===== src/rtl/mem_arbiter_pkg.sv =====
// Shared definitions for the core-to-RAM arbiter: bus widths, default
// RAM size and the encoding of who owns the response slot.
package mem_arbiter_pkg;

    localparam int DATA_W     = 32;
    localparam int MEM_ADDR_W = 14;
    localparam int STARVE_W   = 4;

    // Owner of the single in-flight response, captured at the grant edge.
    typedef enum logic [1:0] {
        OWN_NONE = 2'd0,
        OWN_IF   = 2'd1,
        OWN_MRD  = 2'd2,
        OWN_MWR  = 2'd3
    } owner_e;

endpackage


===== src/rtl/mem_arb_pick.sv =====
// Grant selection between fetch and load/store. MEM normally wins; a
// fetch that has been denied STARVE_MAX consecutive eligible cycles wins
// once. Both grants are held low while rst is high.
module mem_arb_pick
    import mem_arbiter_pkg::*;
#(
    parameter int STARVE_MAX = 4
) (
    input  logic clk,
    input  logic rst,
    input  logic if_req_valid_i,
    input  logic if_flush_i,
    input  logic mem_req_valid_i,
    output logic if_grant_o,
    output logic mem_grant_o
);

    localparam logic [STARVE_W-1:0] STARVE_LIM = STARVE_W'(STARVE_MAX);

    logic [STARVE_W-1:0] starve_cnt_q, starve_cnt_d;
    logic                if_elig;
    logic                if_prio;

    // Pick the winner for this cycle; at most one grant is ever high.
    always_comb begin
        if_elig     = if_req_valid_i && !if_flush_i;
        if_prio     = if_elig && (starve_cnt_q == STARVE_LIM);
        mem_grant_o = !rst && mem_req_valid_i && !if_prio;
        if_grant_o  = !rst && if_elig && !mem_grant_o;
    end

    // Count consecutive denied fetch cycles; a flushed request holds the count.
    always_comb begin
        starve_cnt_d = starve_cnt_q;
        if (if_grant_o || !if_req_valid_i) begin
            starve_cnt_d = '0;
        end else if (if_elig && (starve_cnt_q != STARVE_LIM)) begin
            starve_cnt_d = starve_cnt_q + 1'b1;
        end
    end

    // Starvation counter register.
    always_ff @(posedge clk) begin
        if (rst) begin
            starve_cnt_q <= '0;
        end else begin
            starve_cnt_q <= starve_cnt_d;
        end
    end

endmodule


===== src/rtl/mem_arbiter.sv =====
// Shares one synchronous single-port RAM between instruction fetch and
// load/store. Requests use valid/ready: a request transfers in the cycle
// where valid and ready are both high, ready is combinational and never
// waits on valid of the other side beyond priority. Responses are
// single-cycle pulses exactly one cycle after the grant, with no
// backpressure; a grant may be issued every cycle.
module mem_arbiter
    import mem_arbiter_pkg::*;
#(
    parameter int ADDR_W     = MEM_ADDR_W,
    parameter int STARVE_MAX = 4
) (
    input  logic              clk,
    input  logic              rst,
    input  logic              if_req_valid,
    input  logic [31:0]       if_req_addr,
    output logic              if_req_ready,
    input  logic              if_flush,
    output logic              if_resp_valid,
    output logic [DATA_W-1:0] if_resp_data,
    output logic              if_resp_err,
    input  logic              mem_req_valid,
    input  logic              mem_req_rw,
    input  logic [31:0]       mem_req_addr,
    input  logic [DATA_W-1:0] mem_req_wdata,
    input  logic [3:0]        mem_req_wstrb,
    output logic              mem_req_ready,
    output logic              mem_resp_valid,
    output logic [DATA_W-1:0] mem_resp_rdata,
    output logic              mem_resp_err,
    output logic              ram_en,
    output logic [3:0]        ram_we,
    output logic [ADDR_W-1:0] ram_addr,
    output logic [DATA_W-1:0] ram_wdata,
    input  logic [DATA_W-1:0] ram_rdata
);

    logic              if_grant, mem_grant, granted;
    logic              if_in_range, mem_in_range, sel_in_range;
    logic [ADDR_W-1:0] sel_word;
    owner_e            owner_q, owner_d;
    logic              err_q, err_d;
    logic              addr_lsb_unused;

    // Byte offsets are irrelevant to a word RAM.
    assign addr_lsb_unused = ^{if_req_addr[1:0], mem_req_addr[1:0]};

    mem_arb_pick #(
        .STARVE_MAX(STARVE_MAX)
    ) u_pick (
        .clk            (clk),
        .rst            (rst),
        .if_req_valid_i (if_req_valid),
        .if_flush_i     (if_flush),
        .mem_req_valid_i(mem_req_valid),
        .if_grant_o     (if_grant),
        .mem_grant_o    (mem_grant)
    );

    assign if_req_ready  = if_grant;
    assign mem_req_ready = mem_grant;

    // Decode the granted address, drive the RAM and decide the next owner.
    always_comb begin
        if_in_range  = (if_req_addr[31:ADDR_W+2] == '0);
        mem_in_range = (mem_req_addr[31:ADDR_W+2] == '0);
        granted      = if_grant || mem_grant;
        sel_in_range = mem_grant ? mem_in_range : if_in_range;
        sel_word     = mem_grant ? mem_req_addr[ADDR_W+1:2] : if_req_addr[ADDR_W+1:2];

        ram_en    = granted && sel_in_range;
        ram_addr  = sel_word;
        ram_we    = (mem_grant && mem_req_rw && mem_in_range) ? mem_req_wstrb : 4'b0000;
        ram_wdata = mem_req_wdata;

        owner_d = OWN_NONE;
        if (mem_grant) begin
            owner_d = mem_req_rw ? OWN_MWR : OWN_MRD;
        end else if (if_grant) begin
            owner_d = OWN_IF;
        end
        // An out-of-range access still completes, but answers with err and zero data.
        err_d = granted && !sel_in_range;
    end

    // Owner and error flag of the response due next cycle.
    always_ff @(posedge clk) begin
        if (rst) begin
            owner_q <= OWN_NONE;
            err_q   <= 1'b0;
        end else begin
            owner_q <= owner_d;
            err_q   <= err_d;
        end
    end

    // Route RAM read data to the owning side; a flush drops a fetch response.
    always_comb begin
        if_resp_valid  = 1'b0;
        if_resp_data   = '0;
        if_resp_err    = 1'b0;
        mem_resp_valid = 1'b0;
        mem_resp_rdata = '0;
        mem_resp_err   = 1'b0;
        if (!rst) begin
            case (owner_q)
                OWN_IF: begin
                    if (!if_flush) begin
                        if_resp_valid = 1'b1;
                        if_resp_err   = err_q;
                        if_resp_data  = err_q ? '0 : ram_rdata;
                    end
                end
                OWN_MRD: begin
                    mem_resp_valid = 1'b1;
                    mem_resp_err   = err_q;
                    mem_resp_rdata = err_q ? '0 : ram_rdata;
                end
                OWN_MWR: begin
                    mem_resp_valid = 1'b1;
                    mem_resp_err   = err_q;
                end
                default: ;
            endcase
        end
    end

endmodule

===== config.mk =====
export PLATFORM = sky130hd
export DESIGN_NAME = mem_arbiter
export DESIGN_NICKNAME = d
export VERILOG_FILES = /design/src/rtl/mem_arbiter_pkg.sv /design/src/rtl/mem_arb_pick.sv /design/src/rtl/mem_arbiter.sv
export SDC_FILE = /design/constraint.sdc
export NUM_CORES = 1
export LEC_CHECK = 0
export CAP_MARGIN = 30
export CORE_AREA = 5 5 96 98
export CTS_BUF_LIST = sky130_fd_sc_hd__clkbuf_4 sky130_fd_sc_hd__clkbuf_8
export DETAILED_ROUTE_END_ITERATION = 12
export DIE_AREA = 0 0 101 103
export HOLD_SLACK_MARGIN = 0.12
export PLACE_DENSITY_LB_ADDON = 0.3
export SYNTH_ARGS = -nofsm -noshare
export SYNTH_HDL_FRONTEND = slang
export SYNTH_SLANG_ARGS = --single-unit

===== constraint.sdc =====
create_clock -name clk -period 6.3 [get_ports clk]
set_input_delay 1.26 -clock clk [delete_from_list [all_inputs] [get_ports clk]]
set_output_delay 1.26 -clock clk [all_outputs]
set_load 0.01 [all_outputs]

==> results by group, run 1 <==
GRT
  – First-pass GRT wire length: 9330 um
  – Total gr overflow: 0
  – Vias in the first global route: 1979
  – Largest net degree at the start of global routing: 35
  – Initial antenna violation count: 0
  – GR Util All Layers: 11.1%

Final layout
  – Area of the multi-input gates: 936 sq um
  – Share of cells above drive strength 1: 6.78%
  – Register area: 140 sq um
  – Filler Cell Count: 875
  – Nets: 510
  – Area growth, synth to finish: 130%
  – Ant diodes: 0

Worst hold path
  – Hold Path Origin: u_pick.starve_cnt_q[1]
  – Hold depth: 2
  – Hold Crit Class: reg2reg

Clocking
  – Post-CTS Repair Setup Buffers: 0
  – Clk buf depth: 2
  – Num CTS Buffers: 3
  – Worst-path clk slew: 0.04 ns
  – CTS sink count: 7
  – H-tree Lvls: 1
  – CTS root buf: clkbuf_8
  – Post_cts resized: 0
  – CTS tree: done
  – Worst-Skew Late Latency: 0.23 ns
  – Cts hold-fix bufs: 0

Timing
  – Unrepaired setup endpoints after global routing: false
  – Final hold slack: 0.495 ns
  – Rel. slew slack: 38.9%
  – Final period util: 77.2%
  – Max Slew Vio Count: 0
  – Period minus WS final: 4.86 ns
  – Endpoints failing setup: 0
  – Final Hold Fails: 0
  – Clock Skew: 0.00613 ns
  – Setup TNS: 0 ns
  – Worst-Margin Slew: 0.915 ns
  – Max frequency: 0.206 GHz

Setup path
  – Crit path largest cell delay: 0.79 ns
  – Top delay family on crit path: buffers and inverters
  – Setup crit start: if_req_valid
  – Most common cell on crit path: clkdlybuf4s50_1
  – R2R cell count: 6
  – Worst path arrival time: 3.60 ns
  – Crit path max fanout: 19
  – CP Cell Sequence: clkdlybuf4s50_1 > inv_1 > o311ai_4 > mux2i_1 > and2_1 > clkdlybuf4s50_1
  – Worst setup SP type: input pin
  – Reg2reg setup slack: 4.30 ns
  – Reg2reg start: u_pick.starve_cnt_q[0]
  – CP Capture Type: output port
  – Critical path required time: 5.04 ns
  – CP max stage cell: o311ai_4
  – Setup Crit Path Kind: in2out
  – Critical path buffers and inverters: 3
  – CP Depth: 6

Synthesis
  – Synth Register Bits: 7
  – Syn avg cell area: 6.47 sq um
  – Top cells by area, synth: nor2_1 19%, buf_4 17%, nand2b_1 15%, mux2_2 11%, dfxtp_1 10%
  – Gate count of the mapped netlist: 215
  – Synth cell types: 26
  – Net Count, Synth: 355
  – Post-synth EDFFs: 0
  – Top-count cell post-synth: nor2_1
  – Ys flop type: dfxtp_1
  – Top cell type's share of synthesized area: 18.9%
  – Post-synth top cells: 70 x nor2_1, 33 x nand2b_1, 32 x buf_4
  – Register area share after synthesis: 10.1%
  – Leading area contributor after synthesis: nor2_1
  – Cell area after synthesis: 1390 sq um
  – Async set-or-reset flop fraction in the synthesized netlist: 0%
  – Syn. warnings: 0

Pwr
  – Leak pwr: 0.00119 uW
  – Sw Share: 26.4%
  – Switch Pwr: 68.6 uW
  – Pint: 191 uW
  – Pwr Density: 81.1 nW/um^2
  – Combinational power share: 54.5%
  – Clock Power Share: 26.4%
  – VDD IR max: 0.0555 mV
  – Sequential Power Share: 19.1%
  – Power, Total: 260 uW

Drt
  – DR vias: 1931
  – Detail Route Antenna Nets: 0
  – DR pass1 iterations: 6
  – DRC viols: 0
  – Final wirelength: 6520 um
  – Initial DRC count: 54
  – Post-DR vias/cell: 4.05
  – Routed len/inst: 13.7 um

Floorplan
  – Io pins: 259
  – # rows: 34
  – Die width: 101 um
  – Die height: 103 um
  – Starting density of the core: 16.6%
  – Core outline area: 8380 sq um
  – Die ar.: 10400 sq um

Job
  – Max-Cap Viols: 0

Placed design
  – Buffers on Ports: 190
  – Final GP Congestion: 0.716
  – Detail Placement HPWL: 5650 um

Status
  – Status: complete, no violations
[stage by stage]
| step | setup slack [ns] | instances | util (%) | instance area, sq um |
|---|---|---|---|---|
| 2_1_floorplan | 2.71 | 215 | - | 1390 |
| 3_3_place_gp | 1.41 | 473 | 37.7 | 3160 |
| 3_5_place_dp | 1.38 | 473 | 37.7 | 3160 |
| 4_1_cts | 1.39 | 477 | 38.3 | 3210 |
| 5_1_grt | 1.26 | 477 | 38.3 | 3210 |
| 6_report | 1.44 | 477 | 38.3 | 3210 |
[logic make-up after synthesis]
family	Yosys count	share of synthesized area, %
AOI/OAI and AO/OA	4	3.42
muxes	15	12.1
DFF	7	10.1
xor gates and xnor gates	3	1.89
and+or+nand+nor	134	48.1
adders and majority gates	2	1.80
buffers and inverters	50	22.7
[cells in the final DEF, fill, tap and decap left out, types with 3 or more instances in the layout]
cell	instances
and2_1	7
inv_1	8
nor4_1	8
mux2_2	14
nor2_1	70
dfxtp_1	7
clkdlybuf4s50_1	190
nand3_1	3
clkbuf_8	3
nand2b_1	33
[layout make-up]
type                       instances  share of cell area, %
timing repair buffer             192                   59.8
sequential                         7                   4.37
clock buffer                       4                   1.52
multi-input combinational        158                   29.2
tap                              108                   4.21
inverter                           8                  0.936
[worst reg2reg max path, cell delays in order (launching register included)]
cell      delay (ns)
dfxtp_1         0.32
inv_1           0.09
ha_1            0.21
nand3b_4        0.13
o311ai_4        0.76
mux2i_1         0.30
nor3_1          0.06
[final timing paths]
path | to
setup / recovery | ram_en
hold / removal | u_pick.starve_cnt_q[1]
setup reg to reg | err_q
hold reg to reg | u_pick.starve_cnt_q[1]
[metal layers]
layer	wire (um)	vias to the layer above	GRT usage (%)
met1	2230	837	12.2
met4	112	0	3.17
met5	0	-	0
met3	806	14	4.13
li1	-	960	-
met2	3380	120	20.2
[power by group through the flow]
| stage | clock (uW) | combinational (uW) | sequential, uW |
|---|---|---|---|
| floorplan | 0 | 67.3 | 47.4 |
| global placement | 0 | 142 | 50.7 |
| detailed placement | 0 | 143 | 50.6 |
| CTS | 69.7 | 144 | 50.0 |
| global route | 72.7 | 152 | 50.4 |
| finish | 68.7 | 142 | 49.6 |
[sequential cells by signal, indices dropped and copies added (netlist names)]
signal and cells:
owner_q 2, err_q 1, u_pick.starve_cnt_q 4
Note: power is estimated with default switching activity, not from simulation.
==> run 2: changes to the inputs <==
- CORE_AREA: 5 5 96 98 -> 5 5 98 100
- DIE_AREA: 0 0 101 103 -> 0 0 103 105
- clock period: 6.3 -> 4.6 ns (I/O delays scaled with it)
==> results by group, run 2 (synthesized netlist as in run 1, its figures left out) <==
Timing
  – Max frequency: 0.253 GHz
  – Unrepaired setup endpoints after global routing: false
  – Final setup margin: 0.651 ns (-0.788 ns)
  – Final hold slack: 0.482 ns (-0.0126 ns)
  – Setup TNS: 0 ns (unchanged)
  – Endpoints failing setup: 0 (unchanged)
  – Worst-Margin Slew: 0.804 ns (-0.111 ns)
  – Rel. slew slack: 46.3% (+7.4 points)
  – Period minus WS final: 3.95 ns
  – Final Hold Fails: 0 (unchanged)
  – Clock Skew: 0.00211 ns (-0.00402 ns)
  – Final period util: 85.8%
  – Max Slew Vio Count: 0 (unchanged)

Drt
  – Detail Route Antenna Nets: 0 (unchanged)
  – Top layer in use: met4
  – Post-DR vias/cell: 4.10 (+1.2%)
  – Routed len/inst: 13.5 um (-1.0%)
  – Metal2 WL: 3070 um (-9.2%)
  – Final wirelength: 6470 um (-0.80%)
  – DRC viols: 0 (unchanged)
  – Initial DRC count: 27 (-50%)
  – Routed wl met3: 1210 um (+50%)
  – DRT met1 WL: 2100 um (-5.5%)
  – DR vias: 1959 (+1.5%)
  – DR pass1 iterations: 3 (-3)

Job
  – Max-Cap Viols: 0 (unchanged)

GRT
  – First-pass GRT wire length: 9760 um (+4.7%)
  – GR Util All Layers: 11.0% (-0.18 points)
  – Vias in the first global route: 2129 (+7.6%)
  – Largest net degree at the start of global routing: 35 (unchanged)
  – Total gr overflow: 0 (unchanged)
  – Initial antenna violation count: 0 (unchanged)

Setup path
  – Critical path buffers and inverters: 4 (+1)
  – CP Cell Sequence: clkdlybuf4s50_1 > inv_1 > o311ai_4 > buf_4 > mux2i_1 > and2_1 > clkdlybuf4s50_1
  – Crit path largest cell delay: 0.54 ns (-0.25 ns)
  – R2R cell count: 7 (+1)
  – CP max stage cell: clkdlybuf4s50_1
  – Setup Crit Path Kind: in2out
  – Worst path arrival time: 3.03 ns (-0.57 ns)
  – Critical path required time: 3.68 ns (-1.36 ns)
  – Most common cell on crit path: clkdlybuf4s50_1
  – Top delay family on crit path: buffers and inverters
  – CP Capture Type: output port
  – CP Depth: 7 (+1)
  – Worst setup SP type: input pin
  – Crit path max fanout: 19 (unchanged)

Final layout
  – Largest register FFs: 4 (unchanged)
  – Biggest regs: u_pick.starve_cnt_q x4, owner_q x2, err_q x1
  – Nets: 511 (+0.20%)
  – Area of the multi-input gates: 936 sq um (unchanged)
  – Register area: 140 sq um (unchanged)
  – Largest register by flop count: u_pick.starve_cnt_q
  – Finished layout cell area: 3210 sq um (+0.23%)
  – Core Util, Final: 37.4% (-0.86 points)
  – Area growth, synth to finish: 131%
  – Ant diodes: 0 (unchanged)
  – Most frequent cells in the layout: 190 x clkdlybuf4s50_1, 70 x nor2_1, 33 x nand2b_1
  – Filler Cell Count: 898 (+2.6%)
  – Most common cell after layout, fill and taps aside: clkdlybuf4s50_1
  – Share of cells above drive strength 1: 7.03% (+0.25 points)

Floorplan
  – Io pins: 259 (unchanged)
  – Die height: 105 um (+1.9%)
  – Die width: 103 um (+2.0%)
  – Die ar.: 10800 sq um (+4.0%)
  – # rows: 34 (unchanged)
  – Core outline area: 8590 sq um (+2.5%)
  – Starting density of the core: 16.2% (-0.41 points)

Clocking
  – Post-CTS Repair Setup Buffers: 0 (unchanged)
  – CTS sink count: 7 (unchanged)
  – Worst-path clk slew: 0.04 ns (about the same)
  – Post_cts resized: 0 (unchanged)
  – H-tree Lvls: 1 (unchanged)
  – CTS root buf: clkbuf_8
  – Worst-Skew Late Latency: 0.23 ns (about the same)
  – Cts hold-fix bufs: 0 (unchanged)
  – CTS tree: done
  – Clk buf depth: 2 (unchanged)
  – Num CTS Buffers: 3 (unchanged)

Placed design
  – Buffers on Ports: 190 (unchanged)
  – Detail Placement HPWL: 5740 um (+1.7%)
  – Cell Area, Placed: 3170 sq um (+0.24%)
  – Final GP Congestion: 0.748 (+4.5%)
  – Pre-CTS setup slack: 0.625 ns (-0.756 ns)

Pwr
  – VDD IR max: 0.0954 mV (+72%)
  – Pwr Density: 110 nW/um^2 (+36%)
  – Leak pwr: 0.00119 uW (+0.38%)

Worst hold path
  – Hold depth: 2 (unchanged)
  – Hold Crit Class: reg2reg

Status
  – Status: complete, no violations
## run 2: changes by cell type in the layout (fill, tap and decap cells not counted)
cell	before	now
buf_4	2	3
## run 2: layer usage
metal / GRT usage (%) / vias to the layer above
li1: - / 961
met1: 10.3 / 820
met2: 20.3 / 168
met3: 6.00 / 10
met4: 2.50 / 0
met5: 0 / -
## run 2: report_power, final
part	internal [uW]	total (uW)	switching [uW]
logic	134	194	60.2
registers	63.0	67.4	4.40
clock network	65.8	92.1	26.3
total	262	353	90.9
## run 2: tightest hold or removal path: stages, from the launching register on
cell	delay (ns)
dfxtp_1	0.32
nand2_1	0.06
a21oi_1	0.05
## run 2: path summary, 6_finish.rpt
path	startpoint	to	slack [ns]
max reg2reg	u_pick.starve_cnt_q[0]	err_q	2.89
max	if_req_valid	ram_en	0.65
min	u_pick.starve_cnt_q[1]	u_pick.starve_cnt_q[1]	0.48
min reg2reg	u_pick.starve_cnt_q[1]	u_pick.starve_cnt_q[1]	0.48
## run 2: metrics by stage
step           std cells  power [uW]
4_1_cts              478         360
3_5_place_dp         474         265
5_1_grt              478         378
6_report             478         353
2_1_floorplan        215         157
3_3_place_gp         474         263
## run 2: layout make-up
type                            count  area share, %
Multi-Input combinational cell    158           29.1
Timing Repair Buffer              193           59.9
Inverter                            8          0.934
Sequential cell                     7           4.36
Clock buffer                        4           1.52
Tap cell                          108           4.20
==> run 3: changes to the inputs <==
- SETUP_SLACK_MARGIN: default -> 0.5
==> results of run 3 <==
Same layout as run 2: the final DEF is identical, and so are final timing and power.
==> RTL change (settings of run 3) <==
Compare `starve_cnt_q` against `STARVE_LIM` with >= in place of ==.
--- a/src/rtl/mem_arb_pick.sv
+++ b/src/rtl/mem_arb_pick.sv
@@ -24,7 +24,7 @@
     // Pick the winner for this cycle; at most one grant is ever high.
     always_comb begin
         if_elig     = if_req_valid_i && !if_flush_i;
-        if_prio     = if_elig && (starve_cnt_q == STARVE_LIM);
+        if_prio     = if_elig && (starve_cnt_q >= STARVE_LIM);
         mem_grant_o = !rst && mem_req_valid_i && !if_prio;
         if_grant_o  = !rst && if_elig && !mem_grant_o;
     end
Formal check against the unedited RTL: no difference found for any inputs over 10 cycles, from zero or initial values and one cycle with rst high; that may be too few to reach the edited logic, so the function may still have changed.
==> RTL change against run 3 <==
- die area stayed put
- count of clock-buffer cells in the layout did not move
- via count increased by 0.71%
- sequential cell count stayed put
- clock power up 2%
- wire length rose by 5.7%
- total power is 0.95% lower
- cell area is 3.4% lower
- worst setup slack improved by 0.092 ns
- worst hold slack improved by 0.027 ns
- clock skew down 0.00062 ns
- area after synthesis fell by 7.0%
==> RTL change: results (changes against run 3) <==
stage,metric,value,unit,change
clock_network,clockRootBuffer,clkbuf_8,,
synthesis,async_reset_ff_share,0,%,unchanged
synthesis,syn_nets,356,,+0.28%
clock_network,cts_resized,0,,unchanged
detailed_routing,m1WireLength,2160,um,+2.5%
detailed_routing,drt_iter0_drc,49,,+81%
synthesis,yosysWarnings,0,,unchanged
worst_setup_path,cpPeakStageDelay,0.58,ns,+0.04 ns
worst_setup_path,crit_arrival,2.94,ns,-0.09 ns
global_route,grt_util_met1,10.7,%,+0.37 points
worst_setup_path,crit_fanout,17,,-2
pwr,power.leakage,1.19,nW,-0.13%
detailed_routing,wl_met2,3420,um,+12%
worst_setup_path,reg2reg_to,err_q,,
clock_network,cts_setup_buffers,0,,unchanged
timing,hold_slack,0.509,ns,+0.0267 ns
global_route,use_met3,5.93,%,-0.067 points
global_route,grt.total_usage,11.4,%,+0.43 points
cells_and_area,layout.nets,511,,unchanged
detailed_routing,top_layer_used,met4,,
timing,worst_pin_slew,0.951,ns,+0.147 ns
global_route,grt_max_degree,35,,unchanged
global_route,grt_pass1_vias,1958,,-8.0%
clock_network,cts.clk_slew.worst_paths,0.04,ns,about the same
detailed_routing,vias_per_cell,4.13,,+0.71%
cells_and_area,reg.largest.list,"u_pick.starve_cnt_q x4, owner_q x2, err_q x1",,
synthesis,synthTopCellsByArea,"nor2_1, buf_4, mux2_2",,
worst_setup_path,reg2reg_from,u_pick.starve_cnt_q[2],,
place,io_buffers,190,,unchanged
worst_setup_path,path_delay_family,buffers and inverters,,
clock_network,numCtsBuffers,3,,unchanged
global_route,grt_util_met2,21.4,%,+1.1 points
place,hpwl,6030,um,+4.9%
synthesis,yosys-top-cells-count,"nor2_1, nand2_1, buf_4",,
min_path,holdCritStartpoint,u_pick.starve_cnt_q[0],,
place,gp_congestion,0.732,,-2.1%
worst_setup_path,crit_slowest_cell,clkdlybuf4s50_1,,
cells_and_area,diodes,0,,unchanged
cells_and_area,drive_above_1_share,6.22,%,-0.81 points
synthesis,ys_seq_area_share,10.8,%,+0.76 points
clock_network,h-tree-depth,1,,unchanged
global_route,antenna_found_initial,0,,unchanged
run_status,status,"complete, no violations",,
global_route,grt_pass1_wl,9890,um,+1.3%
clock_network,clk_latency,0.23,ns,about the same
place,detailedPlace.worstSlack,0.698,ns,+0.0727 ns
clock_network,cts_buffer_depth,2,,unchanged
detailed_routing,wl,6840,um,+5.7%
synthesis,yosysUniqueCellTypes,30,,+15%
min_path,min-delay-path-class,register to register,,
min_path,whs_endpoint,u_pick.starve_cnt_q[0],,
timing,finalClockSkew,0.00149,ns,-0.000624 ns
worst_setup_path,reg2reg_slack,3.24,ns,+0.35 ns
worst_setup_path,reg2reg_depth,4,,-3
detailed_routing,first_pass_iters,4,,+1
pwr,irDropWorstVdd,66.9,uV,-30%
min_path,hold_depth,2,,unchanged
detailed_routing,wl_met3,1200,um,about the same
==> RTL change: power by group <==
part           leakage (nW)  total, mW  internal, mW  switching [mW]
Sequential           0.0573     0.0636        0.0628        0.000755
Combinational          1.10      0.192         0.127          0.0648
Clock                0.0262     0.0940        0.0660          0.0281
==> RTL change: cells by family (layout without fill, tap and decap cells) <==
| family | Yosys count | after routing | synth area share, % |
|---|---|---|---|
| simple gates | 129 | 129 | 43.7 |
| buf+inv | 54 | 208 | 25.8 |
| flops | 7 | 7 | 10.8 |
| mux | 14 | 14 | 12.2 |
| compound gates | 10 | 10 | 5.51 |
| fa+ha+maj | 2 | 2 | 1.93 |
==> RTL change: how the worst max path moves through the flow <==
stage	start	to	slack [ns]
3_3_place_gp	if_req_valid	ram_addr[1]	0.69
2_1_floorplan	if_flush	ram_addr[10]	1.87
6_report	if_req_valid	ram_addr[4]	0.74
5_1_grt	if_req_valid	ram_addr[1]	0.61
3_5_place_dp	if_req_valid	ram_addr[1]	0.70
4_1_cts	if_req_valid	ram_addr[1]	0.68
==> RTL change: area by class of cell <==
class | count | area (um2)
fillers | 892 | 5490
clock buffers | 4 | 48.8
repair buffers | 192 | 1920
inverters | 12 | 45.0
flip-flops and latches | 7 | 140
well taps | 108 | 135
multi-input cells | 155 | 820
==> RTL change: tightest hold or removal path, cell delays in order (launching register included) <==
cell and delay [ns]:
dfxtp_1 0.32, o21ai_0 0.08, a21oi_1 0.06
==> RTL change: through the flow <==
stage / utilization (%) / cell area (um2) / instances
after detailed placement: 35.6 / 3060 / 474
after global routing: 36.1 / 3110 / 478
after global placement: 35.6 / 3060 / 474
after CTS: 36.1 / 3110 / 478
after floorplan: - / 1290 / 216
final: 36.1 / 3110 / 478
